**src/rtl/loader_pkg.sv**
```systemverilog
// Shared definitions for the boot-time instruction loader.
//   state_e        : loader FSM states
//   HDR_BYTES      : bytes in the word-count header (little-endian)
//   BYTES_PER_WORD : stream bytes packed into one instruction word
//   word_addr()    : word index to instruction-memory byte address
package loader_pkg;

    typedef enum logic [2:0] {
        HDR_LO,
        HDR_HI,
        DATA,
        DONE,
        ERROR
    } state_e;

    localparam int HDR_BYTES      = 2;
    localparam int BYTES_PER_WORD = 4;

    function automatic logic [31:0] word_addr(input logic [31:0] idx);
        return idx * BYTES_PER_WORD;
    endfunction

endpackage

```
**src/rtl/word_packer.sv**
```systemverilog
// Packs a byte stream into 32-bit little-endian words.
// Ports:
//   clk, rst_n   : clock, async active-low reset
//   clear        : drop any partially packed word, restart at lane 0
//   byte_strobe  : byte_in is consumed this cycle
//   byte_in      : incoming byte
//   word         : completed word (valid while word_full is high)
//   word_full    : this strobe supplies the last byte of a word
module word_packer
    import loader_pkg::*;
(
    input  logic        clk,
    input  logic        rst_n,
    input  logic        clear,
    input  logic        byte_strobe,
    input  logic [7:0]  byte_in,
    output logic [31:0] word,
    output logic        word_full
);

    localparam int         SHIFT_W   = 8 * (BYTES_PER_WORD - 1);
    localparam logic [1:0] LANE_LAST = 2'(BYTES_PER_WORD - 1);

    logic [1:0]         lane_q;
    logic [SHIFT_W-1:0] shift_q;

    // Bytes enter at the top and move down, so after three bytes the
    // oldest sits in [7:0]; the fourth byte is appended combinationally
    // so the caller can register the full word on the accepting edge.
    always_ff @(posedge clk or negedge rst_n) begin
        if (!rst_n) begin
            lane_q  <= '0;
            shift_q <= '0;
        end else if (clear) begin
            lane_q  <= '0;
        end else if (byte_strobe) begin
            lane_q  <= lane_q + 2'd1;
            shift_q <= {byte_in, shift_q[SHIFT_W-1:8]};
        end
    end

    assign word      = {byte_in, shift_q};
    assign word_full = byte_strobe && !clear && (lane_q == LANE_LAST);

endmodule

```
**src/rtl/imem_loader.sv**
```systemverilog
// Boot-time instruction loader. Receives a header (word count N, low byte
// first) followed by 4*N bytes, writes each packed word into instruction
// memory, and holds the core in reset until the programme is complete.
// Ports:
//   clk, reset        : clock, async active-low reset
//   in_valid/in_byte  : byte stream input
//   in_ready          : byte accepted on the next edge if in_valid
//   reload            : restart loading from DONE (single-cycle pulse)
//   imem_we/addr/wdata: instruction-memory write port
//   core_reset        : active-low reset to the core (1 only when loaded)
//   done, error       : load complete / header count out of range
//   words_loaded      : words written since the last (re)start
//
// state  | meaning
// HDR_LO | waiting for N[7:0]
// HDR_HI | waiting for N[15:8], then range check
// DATA   | packing and writing words
// DONE   | programme loaded, core released
// ERROR  | N exceeded capacity; left only via reset
module imem_loader
    import loader_pkg::*;
#(
    parameter int IMEM_WORDS = 32,
    parameter int CNT_W      = 16
) (
    input  logic             clk,
    input  logic             reset,
    input  logic             in_valid,
    input  logic [7:0]       in_byte,
    output logic             in_ready,
    input  logic             reload,
    output logic             imem_we,
    output logic [31:0]      imem_addr,
    output logic [31:0]      imem_wdata,
    output logic             core_reset,
    output logic             done,
    output logic             error,
    output logic [CNT_W-1:0] words_loaded
);

    localparam int          HDR_W = 8 * HDR_BYTES;
    localparam int unsigned MAX_N = IMEM_WORDS;

    state_e             state_q;
    logic               in_ready_q;
    logic               imem_we_q;
    logic [31:0]        imem_addr_q;
    logic [31:0]        imem_wdata_q;
    logic               core_reset_q;
    logic               done_q;
    logic               error_q;
    logic [CNT_W-1:0]   words_loaded_q;
    logic [HDR_W-1:0]   n_q;

    logic               accept;
    logic               pk_strobe;
    logic               pk_clear;
    logic               pk_full;
    logic [31:0]        pk_word;
    logic [HDR_W-1:0]   hdr_n;
    logic               last_word;

    assign accept    = in_valid && in_ready_q;
    assign pk_strobe = accept && (state_q == DATA);
    assign pk_clear  = (state_q != DATA);
    assign hdr_n     = {in_byte, n_q[7:0]};
    assign last_word = (32'(words_loaded_q) + 32'd1) == 32'(n_q);

    word_packer u_packer (
        .clk         (clk),
        .rst_n       (reset),
        .clear       (pk_clear),
        .byte_strobe (pk_strobe),
        .byte_in     (in_byte),
        .word        (pk_word),
        .word_full   (pk_full)
    );

    always_ff @(posedge clk or negedge reset) begin
        if (!reset) begin
            state_q        <= HDR_LO;
            in_ready_q     <= 1'b0;
            imem_we_q      <= 1'b0;
            imem_addr_q    <= '0;
            imem_wdata_q   <= '0;
            core_reset_q   <= 1'b0;
            done_q         <= 1'b0;
            error_q        <= 1'b0;
            words_loaded_q <= '0;
            n_q            <= '0;
        end else begin
            imem_we_q <= 1'b0;
            case (state_q)
                HDR_LO: begin
                    in_ready_q <= 1'b1;
                    if (accept) begin
                        n_q[7:0] <= in_byte;
                        state_q  <= HDR_HI;
                    end
                end
                HDR_HI: begin
                    if (accept) begin
                        n_q[HDR_W-1:8] <= in_byte;
                        if (hdr_n == '0) begin
                            state_q      <= DONE;
                            in_ready_q   <= 1'b0;
                            done_q       <= 1'b1;
                            core_reset_q <= 1'b1;
                        end else if (32'(hdr_n) > MAX_N) begin
                            state_q    <= ERROR;
                            in_ready_q <= 1'b0;
                            error_q    <= 1'b1;
                        end else begin
                            state_q <= DATA;
                        end
                    end
                end
                DATA: begin
                    // in_ready is dropped on the edge that writes the last
                    // word, so in DATA it doubles as "final write in flight".
                    if (!in_ready_q) begin
                        state_q      <= DONE;
                        done_q       <= 1'b1;
                        core_reset_q <= 1'b1;
                    end else if (pk_full) begin
                        imem_we_q      <= 1'b1;
                        imem_addr_q    <= word_addr(32'(words_loaded_q));
                        imem_wdata_q   <= pk_word;
                        words_loaded_q <= words_loaded_q + CNT_W'(1);
                        if (last_word) begin
                            in_ready_q <= 1'b0;
                        end
                    end
                end
                DONE: begin
                    if (reload) begin
                        state_q        <= HDR_LO;
                        in_ready_q     <= 1'b1;
                        core_reset_q   <= 1'b0;
                        done_q         <= 1'b0;
                        words_loaded_q <= '0;
                    end
                end
                ERROR: begin
                    in_ready_q <= 1'b0;
                end
                default: begin
                    state_q    <= ERROR;
                    in_ready_q <= 1'b0;
                    error_q    <= 1'b1;
                end
            endcase
        end
    end

    assign in_ready     = in_ready_q;
    assign imem_we      = imem_we_q;
    assign imem_addr    = imem_addr_q;
    assign imem_wdata   = imem_wdata_q;
    assign core_reset   = core_reset_q;
    assign done         = done_q;
    assign error        = error_q;
    assign words_loaded = words_loaded_q;

endmodule

```
**config.mk**
```make
export PLATFORM = sky130hd
export DESIGN_NAME = imem_loader
export DESIGN_NICKNAME = d
export VERILOG_FILES = /design/src/rtl/loader_pkg.sv /design/src/rtl/word_packer.sv /design/src/rtl/imem_loader.sv
export SDC_FILE = /design/constraint.sdc
export NUM_CORES = 1
export LEC_CHECK = 0
export BUFFER_PORTS_ARGS = -buffer_cell sky130_fd_sc_hd__buf_2
export CAP_MARGIN = 20
export CORE_ASPECT_RATIO = 1.5
export CORE_MARGIN = 5
export CORE_UTILIZATION = 39
export DETAILED_ROUTE_END_ITERATION = 10
export GPL_ROUTABILITY_DRIVEN = 0
export PLACE_DENSITY_LB_ADDON = 0.05
export SYNTH_ARGS = -nofsm -noshare
export SYNTH_HDL_FRONTEND = slang
export SYNTH_HIERARCHICAL = 1
export SYNTH_SLANG_ARGS = --single-unit
export TNS_END_PERCENT = 50
```
**constraint.sdc**
```tcl
create_clock -name clk -period 3 [get_ports clk]
set_input_delay 0.6 -clock clk [delete_from_list [all_inputs] [get_ports clk]]
set_output_delay 0.6 -clock clk [all_outputs]
set_load 0.01 [all_outputs]
```
# [Word-level counts from Yosys, hierarchy flattened]
# Cells that the tools add are included.
[totals] regBits=113 in_bits=12 output_inout_bits=85 word_cells=89
[classes] n_addsub=3 order_cmp=1 n_eq_ne=17 n_mux=33 bitwise=3 reduce_logical=20
[ops] operator="16-bit two-way mux" n=3
[ops] operator="16-bit case mux with 2 select lines" n=1
[ops] operator="3-bit two-way mux" n=6
[ops] operator="2-bit inequality test, second input constant" n=9
[ops] operator="16-bit by 1-bit adder with 17-bit output, second input constant" n=1
[ops] operator="17-bit by 16-bit equality test with 1-bit output" n=1
[ops] operator="1-bit two-way mux" n=17
[ops] operator="16-bit by 1-bit adder with 16-bit output, second input constant" n=1
[ops] operator="16-bit by 6-bit greater-than comparator with 1-bit output, second input constant" n=1
[ops] operator="16-bit zero test" n=1
[ops] operator="3-bit case mux with 5 select lines" n=1
[ops] operator="5-bit AND reduction" n=2
[ops] operator="4-bit AND reduction" n=2
[ops] operator="3-bit by 2-bit equality test with 1-bit output, second input constant" n=2
[ops] operator="2-bit AND reduction" n=3
[ops] operator="3-bit AND reduction" n=2
[ops] operator="1-bit logical AND" n=4
[ops] operator="2-bit two-way mux" n=2
[ops] operator="1-bit case mux with 4 select lines" n=1
[ops] operator="2-bit nonzero test" n=2
[ops] operator="4-bit OR reduction" n=1
[ops] operator="3-bit by 1-bit equality test with 1-bit output, second input constant" n=1
[ops] operator="3-bit equality test, second input constant" n=1
[ops] operator="3-bit zero test" n=1
[ops] operator="9 further kinds" n=11

# [Logic depth before layout (Yosys ltp)]
# Gate-level depths: netlist of run 1.
[logic_depth] ltp_word=7 ltp_mapped=14 ltp_nobuf=10

# [Modules after synthesis]
# The synthesis of run 1 kept the hierarchy.
[modules_own_cells] module="imem_loader" n_inst=1 cells_each=467 area_each_um2=4315.4 seq_area_each_um2=2177.1
[modules_own_cells] module="word_packer" n_inst=1 cells_each=68 area_each_um2=1162.4 seq_area_each_um2=650.6

# [Worst setup path after synthesis of run 1]
# Ideal clock, no wire load.
[synth_path] kind="flip-flop to flip-flop" startpoint="reg state_q[2]" endpoint="reg words_loaded_q[7], in the netlist words_loaded[7]" setup_ns=0.134 arrival_ns=2.342 required_time_ns=2.866 path_slack_ns=0.524 path_stages_with_launch=15 n_path_buf=4 synth_period_minus_slack_ns=2.476 path_cell_list="dfrtp_1 > buf_2 > nand2b_1 > nor2_1 > and3_1 > nor2b_4 > buf_6 > buf_12 > and2_1 > nand3_1 > clkinv_1 > a31oi_2 > buf_2 > o21ai_0 > o41ai_1"
[synth_between] elab_chain_cells=6 word_cells_on_any_way=13 classes_between="eq/ne (6); mux (1); reduce/logical (6)"
[synth_rtl] item="start: declaration" line="imem_loader.sv:44" text="state_e state_q;"
[synth_rtl] item="start signal: assignment" line="imem_loader.sv:81" text="state_q <= HDR_LO;"
[synth_rtl] item="start signal: assignment" line="imem_loader.sv:98" text="state_q <= HDR_HI;"
[synth_rtl] item="start signal: assignment" line="imem_loader.sv:105" text="state_q <= DONE;"
[synth_rtl] item="3-bit by 2-bit equality test with 1-bit output" line="imem_loader.sv:64" text="assign pk_strobe = accept && (state_q == DATA);"
[synth_rtl] item="1-bit logical AND" line="imem_loader.sv:64"
[synth_rtl] item="via pk_strobe" line="imem_loader.sv:56" text="logic pk_strobe;"
[synth_rtl] item="1-bit logical AND (2 in a row)" line="word_packer.sv:43" text="assign word_full = byte_strobe && !clear && (lane_q == LANE_LAST);"
[synth_rtl] item="via pk_full" line="imem_loader.sv:58" text="logic pk_full;"
[synth_rtl] item="2-bit inequality test (no line)"
[synth_rtl] item="4-bit AND reduction (no line)"
[synth_rtl] item="end signal: assignment" line="imem_loader.sv:129" text="words_loaded_q <= words_loaded_q + CNT_W'(1);"
[synth_rtl] item="end: declaration" line="imem_loader.sv:52" text="logic [CNT_W-1:0] words_loaded_q;"
# The timed path passes the listed nets, and every way through them passes these cells.
# A chain may end at the register's enable or synchronous reset.

# [Worst setup path in the final report of run 1]
[layout_path] startpoint="reg state_q[2]" endpoint="reg words_loaded_q[8], in the netlist words_loaded[8]"
# Same word-level chain as after synthesis.

==> results.md, run 1 <==
- Result of the run: completed
- Clk pwr share: 45.9%
- Power density cells: 668 nW/um^2
- Post-route setup TNS: 0 ns
- Full die area: around 17,000 sq um
- Clock sink count: approximately 110
- Most common library cell in the layout ignoring fill and taps: nand2_1
- Number of global-route vias before repair: between 4,000 and 5,000
- Sw power: between 1 and 1.5 mW
- Number of port buffers: 80
- Antenna violations before repair: 0
- Max-slew violation count: 0
- Highest ir drop seen on vdd: approximately 0.40 mV
- Worst relative slew slack: 48.5%
- Portion of the post-synthesis area used by sequential elements: ~52%
- Final Hold Vio Count: 0
- Synthesized area divided by synthesized cell count: between 10 and 15 sq um
- DR vias: slightly below 4,000
- Cell area after synthesis: between 5000 and 6000 sq um
- Net count reported at finish: 619
- Final critical-path required period: roughly 2.6 ns
- Clock transition at the registers of the reported paths: about 0.06 ns
- Height of the chip: 155 um
- Overall fraction of global-route tracks in use: 17.0%
- Cell-internal power: between 3 and 4 mW
- Highest-count cells in the layout ignoring fill and taps: nand2_1, dfrtp_1, buf_2
- Mapped Cells: 535
- Antenna Cells: 0
- Flop pwr share: 42.0%
- Flip-flop and latch count after synthesis: about 110
- CTS resizes: 0
- Post-detailed-routing wire length: 13,400 um
- GRT overflow: 0
- Leakage: ~3.4 nW
- Routed wire per std cell: about 17 um
- Synth Warn #: 6
- Nature of the critical path endpoint: flip-flop
- Switching fraction of total power: a little over a quarter
- Row count: 53
- Fraction of final layout cells sized beyond drive strength 1: between 20% and 30%
- Via-per-instance ratio: 5.03
- Post-synth top flop: dfrtp_1
- Worst Max-Slew Pin Slew: around 0.77 ns
- Post-place setup slack: 0.388 ns
- Unrepaired setup endpoints after global routing: no
- Post-DRT Antenna Nets: 0
- Number of remaining DRC errors: 0
- Root buf cell: clkbuf_16
- Maximum number of buffers from clock root to sink: 2
- Die W: 107 um
- Multi-input combinational cell area: between 2000 and 2500 sq um
- Iter 0 DRT Violations: around 170
- Setup Crit Path Kind: reg2reg
- Detailed-router iteration count before antenna repair: 4
- Max-cap viol count: 0
- Register area: between 2000 and 3000 sq um
- Fillers: 1,373
- Worst path required time: 3.33 ns
- Total CTS buffers: 17
- Worst clock skew: 0.00498 ns
- Placeable core region: between 10,000 and 15,000 sq um
- Minimum hold slack: ~0.16 ns
- Clock latency at the later pin of the worst-skew pair: 0.41 ns
- Unique masters post-synth: between 60 and 70
- Comb power frac: between 10% and 20%
- Global-route wire length before repair: 22,000 um
- HPWL reported at the end of detailed placement: 9270 um
- Path type of the worst min-delay path: in2async
- Proportion of synthesized flip-flops having asynchronous set or reset: 100%
- Post-route clock period utilization: 88.2%
- CP startpoint kind: flip-flop
- Maximum net fanout on the critical path: between 60 and 70
- Clock tree from TritonCTS: built
- Syn-to-layout area delta: 17.7%
- Fmax: around 380 MHz
- Number of enable flip-flop cells after synthesis: 0
- Number of ports placed on the die boundary: a little under 100
- Starting Density: between 30% and 40%
- Setup Buffers After CTS: 0
- CP arrival: just under 3 ns
- Count of endpoints failing setup in the final report: 0
- Setup ws final: 0.355 ns
- Hold buffer count at CTS: 0
- Level count of the clock H-tree: 4
- Largest net degree at the start of global routing: 66
-- registers in the layout, summed over array words and instances (netlist names) --
name / cells
imem_wdata: 32
u_packer/shift_q: 24
imem_addr: 16
n_q: 16
words_loaded: 16
state_q: 3
u_packer/lane_q: 2
done: 1
error: 1
imem_we: 1
in_ready: 1
-- stage by stage --
| stage | util (%) | area, sq um | total power [mW] | cells |
|---|---|---|---|---|
| 6_report | 46.3 | 6440 | 4.31 | 783 |
| 2_1_floorplan | - | 5530 | 2.19 | 550 |
| 3_5_place_dp | 42.1 | 5860 | 2.36 | 751 |
| 4_1_cts | 46.3 | 6440 | 4.36 | 783 |
| 3_3_place_gp | 42.1 | 5860 | 2.35 | 751 |
| 5_1_grt | 46.3 | 6440 | 4.50 | 783 |
-- worst paths after layout --
check                           depth (start not counted)        from  slack [ns]         endpoint
worst max-delay path                                    9  state_q[2]        0.35  words_loaded[8]
worst max register to register                          9  state_q[2]        0.35  words_loaded[8]
worst min-delay path                                    1       reset        0.16    imem_addr[13]
worst min register to register                          1       error        0.46            error
max in group asynchronous                               2       reset        2.09           n_q[8]
min in group clk                                        1       error        0.46            error
-- cell usage after synthesis (2+ instances only) --
master	number	area [sq um]
a21oi_1	12	60.1
mux2_2	21	236
a31oi_1	3	18.8
and3_1	3	18.8
inv_1	5	18.8
mux2_4	19	285
buf_4	28	210
and2_1	4	25.0
nand3_1	9	45.0
and3_2	4	30.0
o21ai_0	29	145
nor3_2	2	20.0
ha_1	2	25.0
nor2_1	16	60.1
nor2b_1	4	25.0
dfrtp_1	113	2830
clkbuf_1	12	45.0
or3_1	2	12.5
nand4_1	2	12.5
nand2_1	158	593
o31ai_1	7	52.6
o2111ai_1	2	17.5
xor2_1	7	61.3
nor3_1	4	20.0
buf_12	2	40.0
buf_2	6	30.0
nor4_1	3	18.8
o211ai_1	2	15.0
xnor2_1	14	123
o21a_1	3	22.5
buf_6	3	33.8
nand2b_1	2	12.5
-- cell type report --
type	count	share of cell area, %
Multi-Input combinational cell	379	35.9
Tap cell	165	3.20
Clock inverter	15	2.47
Sequential cell	113	43.9
Clock buffer	17	6.60
Timing Repair Buffer	88	7.57
Inverter	6	0.349
-- power by group through the flow --
stage          sequential [mW]  combinational, mW  clock (mW)
6_report                  1.81              0.522        1.97
5_1_grt                   1.82              0.580        2.10
3_3_place_gp              1.83              0.519           0
2_1_floorplan             1.76              0.428           0
3_5_place_dp              1.83              0.526           0
4_1_cts                   1.81              0.527        2.03
-- routing by layer --
metal	global-route usage [%]	up-vias	wire length (um)
met3	4.36	18	581
met5	0	-	0
met1	22.8	1929	6280
met2	26.5	86	6340
met4	6.70	0	242
li1	-	1909	-
-- cells by family after synthesis --
family | synth area share [%]
fa+ha+maj | 0.457
xor+xnor | 3.36
buf+inv | 7.22
mux | 9.71
simple gates | 18.8
other cells | 0.0685
flops | 51.6
compound gates | 8.73
-- critical path, cell delays in order, from the launching register on --
cell      delay, ns
dfrtp_1        0.47
nand2b_1       0.22
nor2_1         0.27
and3_1         0.29
nor2b_4        0.17
and2_1         0.17
nand3_2        0.10
buf_4          0.37
or3_1          0.42
o21ai_0        0.07
Note: power is estimated with default switching activity, not from simulation.
==> inputs of run 2 (changes only) <==
--- a/config.mk
+++ b/config.mk
@@ -9,7 +9,7 @@
 export CAP_MARGIN = 20
 export CORE_ASPECT_RATIO = 1.5
 export CORE_MARGIN = 5
-export CORE_UTILIZATION = 39
+export CORE_UTILIZATION = 40
 export DETAILED_ROUTE_END_ITERATION = 10
 export GPL_ROUTABILITY_DRIVEN = 0
 export PLACE_DENSITY_LB_ADDON = 0.05
==> results.md, run 2 (synthesis gave the netlist of run 1 again) <==
- Sw power: 1.12 mW (-3.6%)
- Most common library cell in the layout ignoring fill and taps: nand2_1
- Clock latency at the later pin of the worst-skew pair: 0.41 ns (about the same)
- Height of the chip: 153 um (-1.2%)
- Syn-to-layout area delta: 17.3%
- Maximum net fanout on the critical path: 65 (unchanged)
- Worst path required time: 3.27 ns (-0.06 ns)
- Switching fraction of total power: 26.7% (-0.40 points)
- Nature of the critical path endpoint: flip-flop
- Fillers: 1,299 (-5.4%)
- Setup Crit Path Kind: reg2reg
- Placeable core region: 13,500 sq um (-3.3%)
- Final critical-path required period: 2.55 ns (-0.0988 ns)
- Post-DRT Antenna Nets: 0 (unchanged)
- Antenna Cells: 0 (unchanged)
- Setup Buffers After CTS: 0 (unchanged)
- Routed wire per std cell: 16.8 um (-2.1%)
- Slowest stage cell on the critical path: buf_4
- Die W: 106 um (-1.1%)
- CP arrival: 2.82 ns (-0.15 ns)
- R2R depth: 10 (+1)
- Highest-count cells in the layout ignoring fill and taps: nand2_1, dfrtp_1, buf_2
- Total CTS buffers: 17 (unchanged)
- Critical path cell sequence: nand2b_1 > nor2_1 > and3_1 > nor2b_4 > and2_1 > nand3_2 > buf_4 > nor2_1 > o21ai_0 > o31ai_1
- Hold buffer count at CTS: 0 (unchanged)
- Highest ir drop seen on vdd: 0.384 mV (-4.8%)
- Post-route setup TNS: 0 ns (unchanged)
- Power density cells: 655 nW/um^2 (-2.0%)
- Kind of cell with the highest combined delay on the critical path: simple AND/OR/NAND/NOR gates
- Max-cap viol count: 0 (unchanged)
- Launch point of the worst reg-to-reg path: state_q[2]
- Row count: 52 (-1.9%)
- Root buf cell: clkbuf_16
- Worst path buffer plus inverter count: 1 (unchanged)
- Most frequent cell on the critical path: nor2_1
- Unrepaired setup endpoints after global routing: no
- Flop pwr share: 42.7% (+0.7 points)
- Detailed-router iteration count before antenna repair: 5 (+1)
- Post-detailed-routing wire length: 13,100 um (-2.5%)
- Leakage: 3.34 nW (-0.59%)
- Fraction of final layout cells sized beyond drive strength 1: 29.1% (unchanged)
- CTS resizes: 0 (unchanged)
- Worst clock skew: 0.00858 ns (+0.00360 ns)
- Global-route wire length before repair: 21,800 um (-1.0%)
- Delay of the slowest cell on the worst path: 0.57 ns (+0.10 ns)
- Minimum hold slack: 0.202 ns (+0.0416 ns)
- Worst R2R End: words_loaded[15]
- Antenna violations before repair: 0 (unchanged)
- Comb power frac: 12.2% (about the same)
- Net count reported at finish: 620 (+0.16%)
- Cell-internal power: 3.09 mW (-1.7%)
- Level count of the clock H-tree: 4 (unchanged)
- Iter 0 DRT Violations: 143 (-18%)
- Clock tree from TritonCTS: built
- Result of the run: completed
- CP startpoint kind: flip-flop
- HPWL reported at the end of detailed placement: 9060 um (-2.3%)
- Number of ports placed on the die boundary: 97 (unchanged)
- Number of global-route vias before repair: 4,030 (+0.55%)
- Post-route clock period utilization: 84.9% (-3.3 points)
- Worst Max-Slew Pin Slew: 0.748 ns (-0.0193 ns)
- Full die area: 16,200 sq um (-2.3%)
- Via-per-instance ratio: 5.03 (about the same)
- Count of endpoints failing setup in the final report: 0 (unchanged)
- Overall fraction of global-route tracks in use: 17.0% (about the same)
- Clk pwr share: 45.1% (-0.8 points)
- Register area: 2830 sq um (unchanged)
- Final Hold Vio Count: 0 (unchanged)
- Number of port buffers: 80 (unchanged)
- Max-slew violation count: 0 (unchanged)
- GRT overflow: 0 (unchanged)
- Flip-flop count of the largest register after layout: 32 (unchanged)
- Maximum number of buffers from clock root to sink: 2 (unchanged)
- Starting Density: 40.7% (+1.3 points)
- Path type of the worst min-delay path: in2async
- Largest net degree at the start of global routing: 66 (unchanged)
- Setup slack of the worst register-to-register path: 0.45 ns (+0.10 ns)
- Clock sink count: 113 (unchanged)
- Worst relative slew slack: 49.8% (+1.3 points)
- Clock transition at the registers of the reported paths: 0.06 ns (about the same)
- Utilization after layout: 47.7% (+1.4 points)
- Multi-input combinational cell area: 2320 sq um (unchanged)
- Fmax: 393 MHz (+3.9%)
- DR vias: 3,924 (-0.46%)
- Number of remaining DRC errors: 0 (unchanged)
[run 2: changes by cell type in the layout (fill, tap and decap cells not counted), sizes merged]
cell	change
clkinv	-4
buf	+1
bufinv	-1
inv	-2
clkbuf	+2
clkinvlp	+4
[run 2: area by class of cell]
type	instances	area share, %
flip-flops and latches	113	44.0
clock inverters	12	1.71
repair buffers	89	7.71
clock buffers	19	7.05
inverters	6	0.350
well taps	162	3.15
multi-input cells	379	36.0
[run 2: how the worst max path moves through the flow]
| stage | slack [ns] | depth (start not counted) | to | startpoint |
|---|---|---|---|---|
| after floorplan | 0.52 | 14 | words_loaded[7] | state_q[2] |
| after global placement | 0.59 | 10 | words_loaded[12] | state_q[2] |
| after detailed placement | 0.48 | 10 | words_loaded[15] | state_q[2] |
| after CTS | 0.45 | 10 | words_loaded[15] | state_q[2] |
| after global routing | 0.25 | 10 | words_loaded[15] | state_q[2] |
| final | 0.45 | 10 | words_loaded[15] | state_q[2] |
[run 2: power by group through the flow]
stage          registers [mW]  clock network (mW)  logic, mW
6_report                 1.80                1.90      0.515
5_1_grt                  1.82                2.03      0.576
4_1_cts                  1.80                1.95      0.521
3_5_place_dp             1.82                   0      0.519
3_3_place_gp             1.82                   0      0.515
2_1_floorplan            1.76                   0      0.428
[run 2: per-layer routing]
metal  share of wire [%]  up-vias  track usage, %
met5                   0        -               0
met4                 1.1        0            5.62
met3                 5.4       10            4.30
met2                  48      105            27.0
met1                  45     1901            22.9
li1                    -     1908               -
[run 2: per-stage QoR]
stage | instance area [sq um] | power (mW) | instances | worst slack, ns
2_1_floorplan | 5530 | 2.19 | 550 | 0.524
3_3_place_gp | 5860 | 2.34 | 749 | 0.585
3_5_place_dp | 5860 | 2.34 | 749 | 0.482
4_1_cts | 6430 | 4.27 | 780 | 0.452
5_1_grt | 6430 | 4.42 | 780 | 0.254
6_report | 6430 | 4.21 | 780 | 0.454
[run 2: worst reg2reg max path, delay by kind of cell, from the launching register on]
kind	cells	cell delay, ns
flip-flops	1	0.50
AO/OA/AOI/OAI	2	0.29
buffers and inverters	1	0.57
AND/OR/NAND/NOR	7	1.06
